<file path="config.mk">
export PLATFORM = sky130hd
export DESIGN_NAME = game_flow_ctrl
export DESIGN_NICKNAME = d
export VERILOG_FILES = /design/src/rtl/game_flow_ctrl.sv
export SDC_FILE = /design/constraint.sdc
export NUM_CORES = 1
export LEC_CHECK = 0
export CORE_ASPECT_RATIO = 1.4
export CORE_MARGIN = 2
export CORE_UTILIZATION = 54
export DETAILED_ROUTE_END_ITERATION = 10
export PLACE_DENSITY = 0.95
export SETUP_SLACK_MARGIN = 0.2
export SLEW_MARGIN = 25
export SYNTH_ARGS = -nofsm -noshare
export SYNTH_HDL_FRONTEND = slang
export SYNTH_SLANG_ARGS = --single-unit
</file>
<file path="constraint.sdc">
create_clock -name clk -period 4.2 [get_ports clk]
set_input_delay 0.84 -clock clk [delete_from_list [all_inputs] [get_ports clk]]
set_output_delay 0.84 -clock clk [all_outputs]
set_load 0.1 [all_outputs]
</file>
<file path="src/rtl/game_flow_ctrl.sv">
// Gomoku game-flow controller: avatar selection for 2..4 players, turn rotation
// with per-turn tick timeout, win/draw detection hand-off, rematch and restart.
module game_flow_ctrl #(
    parameter int NUM_PLAYERS = 2,
    parameter int NUM_AVATARS = 8,
    parameter int TURN_TICKS  = 30,
    localparam int PW = (NUM_PLAYERS > 2) ? $clog2(NUM_PLAYERS) : 1,
    localparam int AW = (NUM_AVATARS > 2) ? $clog2(NUM_AVATARS) : 1,
    localparam int TW = (TURN_TICKS > 0) ? $clog2(TURN_TICKS + 1) : 1
) (
    input  logic                      clk,
    input  logic                      rst_n,
    input  logic                      tick,
    input  logic                      confirm,
    input  logic [AW-1:0]             avatar_sel,
    input  logic                      move_valid,
    input  logic                      win_detect,
    input  logic                      board_full,
    input  logic                      rematch,
    input  logic                      restart,
    output logic [1:0]                state,
    output logic [PW-1:0]             cur_player,
    output logic [NUM_PLAYERS*AW-1:0] avatars,
    output logic [PW-1:0]             winner,
    output logic [TW-1:0]             time_left,
    output logic                      reject,
    output logic                      timeout
);

    typedef enum logic [1:0] {
        ST_SELECT = 2'd0,
        ST_PLAY   = 2'd1,
        ST_WIN    = 2'd2,
        ST_DRAW   = 2'd3
    } state_t;

    localparam logic [PW-1:0] LAST_P  = PW'(NUM_PLAYERS - 1);
    localparam logic [TW-1:0] TT_L    = TW'(TURN_TICKS);
    localparam logic [AW:0]   NA_L    = (AW + 1)'(NUM_AVATARS);
    localparam int            TAKEN_W = 1 << AW;

    state_t                state_reg, state_next;
    logic [PW-1:0]         cur_player_reg, cur_player_next;
    logic [AW-1:0]         avatar_reg [NUM_PLAYERS];
    logic [AW-1:0]         avatar_next [NUM_PLAYERS];
    logic [TAKEN_W-1:0]    taken_reg, taken_next;
    logic [PW-1:0]         winner_reg, winner_next;
    logic [TW-1:0]         time_left_reg, time_left_next;
    logic                  reject_reg, reject_next;
    logic                  timeout_reg, timeout_next;
    logic                  avatar_ok;

    function automatic logic [PW-1:0] next_player(input logic [PW-1:0] p);
        return (p == LAST_P) ? '0 : p + 1'b1;
    endfunction

    // taken is sized to the full index space so an out-of-range offer still indexes safely
    assign avatar_ok = ({1'b0, avatar_sel} < NA_L) && !taken_reg[avatar_sel];

    always_comb begin
        state_next      = state_reg;
        cur_player_next = cur_player_reg;
        avatar_next     = avatar_reg;
        taken_next      = taken_reg;
        winner_next     = winner_reg;
        time_left_next  = time_left_reg;
        reject_next     = 1'b0;
        timeout_next    = 1'b0;

        if (restart) begin
            state_next      = ST_SELECT;
            cur_player_next = '0;
            taken_next      = '0;
            winner_next     = '0;
            time_left_next  = TT_L;
            for (int i = 0; i < NUM_PLAYERS; i++) avatar_next[i] = '0;
        end else begin
            case (state_reg)
                ST_SELECT: begin
                    if (confirm) begin
                        if (avatar_ok) begin
                            avatar_next[cur_player_reg] = avatar_sel;
                            taken_next[avatar_sel]      = 1'b1;
                            if (cur_player_reg == LAST_P) begin
                                state_next      = ST_PLAY;
                                cur_player_next = '0;
                                time_left_next  = TT_L;
                            end else begin
                                cur_player_next = cur_player_reg + 1'b1;
                            end
                        end else begin
                            reject_next = 1'b1;
                        end
                    end
                end
                ST_PLAY: begin
                    // a move always beats a coincident tick
                    if (move_valid && win_detect) begin
                        state_next  = ST_WIN;
                        winner_next = cur_player_reg;
                    end else if (move_valid && board_full) begin
                        state_next = ST_DRAW;
                    end else if (move_valid) begin
                        cur_player_next = next_player(cur_player_reg);
                        time_left_next  = TT_L;
                    end else if (tick && TURN_TICKS != 0) begin
                        if (time_left_reg == TW'(1)) begin
                            timeout_next    = 1'b1;
                            cur_player_next = next_player(cur_player_reg);
                            time_left_next  = TT_L;
                        end else begin
                            time_left_next = time_left_reg - 1'b1;
                        end
                    end
                end
                ST_WIN: begin
                    if (rematch) begin
                        state_next      = ST_PLAY;
                        cur_player_next = next_player(winner_reg);
                        time_left_next  = TT_L;
                    end
                end
                default: begin
                    if (rematch) begin
                        state_next      = ST_PLAY;
                        cur_player_next = '0;
                        time_left_next  = TT_L;
                    end
                end
            endcase
        end
    end

    always_ff @(posedge clk or negedge rst_n) begin
        if (!rst_n) begin
            state_reg      <= ST_SELECT;
            cur_player_reg <= '0;
            taken_reg      <= '0;
            winner_reg     <= '0;
            time_left_reg  <= TT_L;
            reject_reg     <= 1'b0;
            timeout_reg    <= 1'b0;
            for (int i = 0; i < NUM_PLAYERS; i++) avatar_reg[i] <= '0;
        end else begin
            state_reg      <= state_next;
            cur_player_reg <= cur_player_next;
            avatar_reg     <= avatar_next;
            taken_reg      <= taken_next;
            winner_reg     <= winner_next;
            time_left_reg  <= time_left_next;
            reject_reg     <= reject_next;
            timeout_reg    <= timeout_next;
        end
    end

    assign state      = state_reg;
    assign cur_player = cur_player_reg;
    assign winner     = winner_reg;
    assign time_left  = time_left_reg;
    assign reject     = reject_reg;
    assign timeout    = timeout_reg;

    generate
        for (genvar gi = 0; gi < NUM_PLAYERS; gi++) begin : g_pack
            assign avatars[gi*AW +: AW] = avatar_reg[gi];
        end
    endgenerate

endmodule

</file>
==> summary.txt <==
Global route
  – GRT Total Usage: 0.226
  – Vias in the first global route: 1177
  – First-pass GRT wire length: approximately 5100 um
  – Largest net degree at the start of global routing: 28
  – Total overflow reported by the global router: 0
  – Initial antenna violation count: 0

STA
  – Setup violations, final: 0
  – Final Hold Fails: 0
  – Final min period: between 2 and 3 ns
  – FMAX: 345 MHz
  – Slew at the pin with the worst max-slew slack: 0.975 ns
  – Slew Limit Fails: 0
  – Tcrit/Tclk final: 0.691
  – Setup TNS: 0 ns
  – RSZ-0062 raised after global routing: false
  – Slew headroom: 0.348
  – Layout Skew: 0.00598 ns

Synth
  – Avg Inst Size Synth: 10.1 um^2
  – Synth Register Bits: 25
  – Synth Cell Area: 1400 um^2
  – Cell with the most instances after synthesis: dfrtp_1
  – Post-Syn Instances: around 140
  – Net count after synthesis: about 150
  – Yosys warning count: 0
  – Synth area leader: dfrtp_1
  – Count of cell types in the netlist: 39
  – Ys async rst share: 1.00
  – Sequential area share after synthesis: 0.451
  – Top cells by count, synth: dfrtp_1 (21), nor2_1 (17), nand2b_1 (12)
  – Share of the synthesized area in the top cell type: 0.376
  – Synth Flop Type: dfrtp_1
  – Area contributors post-synth: dfrtp_1 (38%), mux2i_1 (7.9%), dfstp_2 (7.5%), nand2b_1 (5.4%), nor2_1 (4.6%)
  – Post-synth EDFFs: 0

Setup path
  – Crit-path max cell delay: 1.20 ns
  – Crit path arrival time: 2.06 ns
  – Family with the most delay on the worst path: buffers and inverters
  – CP Cell Sequence: clkdlybuf4s50_1
  – Crit path capture: state[1]
  – Reg2reg path depth: 6
  – Worst R2R Setup Slack: 2.03 ns
  – Crit path required time: 3.36 ns
  – Max FO, Critical Path: 12
  – CP startpoint kind: register
  – Critical path buffers and inverters: 1
  – R2r endpoint: time_left[2]
  – Crit Path Class: reg -> out
  – Levels on crit path: 1
  – Crit-path slowest cell: clkdlybuf4s50_1
  – RR Startpoint: time_left[1]
  – Crit path launch: state[1]
  – CP endpoint kind: primary output

CTS
  – CTS Buf Count: 3
  – Clock Sinks: 25
  – CTS resizes: 0
  – Number of setup buffers added after CTS: 0
  – Worst skew pair latency: 0.32 ns
  – CTS clk-pin slew, worst paths: 0.14 ns
  – Clock buffer depth: 2
  – CTS tree: yes
  – Htree depth: 1
  – CTS root buf: clkbuf_4
  – # hold bufs at CTS: 0

Placement
  – Placed cells: roughly 190
  – Port-buffer cells: 28
  – Routability congestion estimate: 0.821
  – HPWL Detailed: approximately 2300 um
  – Placed cell areas: 1670 um^2

Layout
  – N_diodes: 0
  – Filler Cells Inserted: between 200 and 250
  – Area delta synth->final: 21.3%
  – Post-route cell area: 1700 um^2
  – Post-route insts no fill: 196
  – Share of layout cells above drive strength 1: 0.0988
  – Max reg flops: 8
  – Storage element area: 631 um^2
  – Nets: 177
  – Multi-input combinational cell area: 711 um^2

Floorplanning
  – Initial Util: 0.579
  – Core ar.: between 2000 and 2500 um^2
  – Site Rows: 21
  – Die X: 47.0 um
  – Die ar.: 3020 um^2
  – Die Height: 64.2 um
  – Io pins: 29

Power and ir drop
  – Pwr per Cell Area: 555 nW/um^2
  – LEAKAGE: 0.721 nW
  – Max IR drop VDD: 0.000413 V

Status
  – Outcome: completed

Drt
  – DRC: 0
  – Routed Antenna Nets: 0
  – DR vias: 1168
  – Drt first-iter violations: 56
  – Via density: 5.96
  – Wirelength per Cell: around 16 um
  – First-pass iteration count of the detailed router: 4
  – Final wirelength: 3050 um

Flow run
  – # Max-Cap Violations: 0

Min path
  – Hold crit path type: in -> async
[report_power, final]
part | internal (mW) | switching, mW
combinational | 0.149 | 0.356
sequential | 0.277 | 0.0500
clock | 0.0372 | 0.0720
total | 0.463 | 0.478
[metal layers]
layer	GRT usage	routed length, um
met2	0.399	1710
met1	0.261	1110
met5	0	0
met4	0.0799	73
met3	0.0311	162
[cells in the final DEF (no fill, tap or decap), drive strengths merged, types with 3 or more instances in the layout]
cell,count
clkdlybuf4s50,27
dfrtp,21
nor2,17
nand2b,12
mux2i,11
a21oi,6
o21ai,4
nand2,4
a41oi,4
a31oi,4
dfstp,4
clkbuf,4
inv,3
nor3,3
nand4b,3
nor3b,3
[final cells by class]
| class | instances | area share |
|---|---|---|
| clock buffer | 4 | 0.0155 |
| inverter | 3 | 0.00664 |
| multi-input combinational | 102 | 0.419 |
| sequential | 25 | 0.372 |
| tap | 34 | 0.0251 |
| timing repair buffer | 28 | 0.162 |
[how the worst min path moves through the flow]
stage / cells past startpoint / to / start / slack [ns]
floorplan: 2 / taken_reg[0] / taken_reg[0] / 0.46
global placement: 2 / taken_reg[2] / taken_reg[2] / 0.48
detailed placement: 2 / taken_reg[2] / taken_reg[2] / 0.49
CTS: 1 / avatars[2] / rst_n / 0.50
global route: 1 / winner / rst_n / 0.51
finish: 1 / avatars[1] / rst_n / 0.48
[through the flow]
| step | total power, mW | setup slack [ns] | utilization | hold WS, ns |
|---|---|---|---|---|
| 4_1_cts | 0.943 | 1.29 | 0.702 | 0.501 |
| 2_1_floorplan | 0.715 | 1.78 | - | 0.462 |
| 3_5_place_dp | 0.835 | 1.19 | 0.691 | 0.489 |
| 3_3_place_gp | 0.819 | 1.30 | 0.693 | 0.480 |
| 5_1_grt | 0.986 | 1.23 | 0.702 | 0.510 |
| 6_report | 0.941 | 1.30 | 0.702 | 0.481 |
[cells by family after synthesis]
group                      count (synthesis)  synth area share
adders and majority gates                  2            0.0179
muxes                                     12            0.0948
DFF                                       25             0.451
and+or+nand+nor                           58             0.239
buffers and inverters                     11            0.0411
AOI/OAI and AO/OA                         30             0.157
Power figures use the tool's default switching activity.
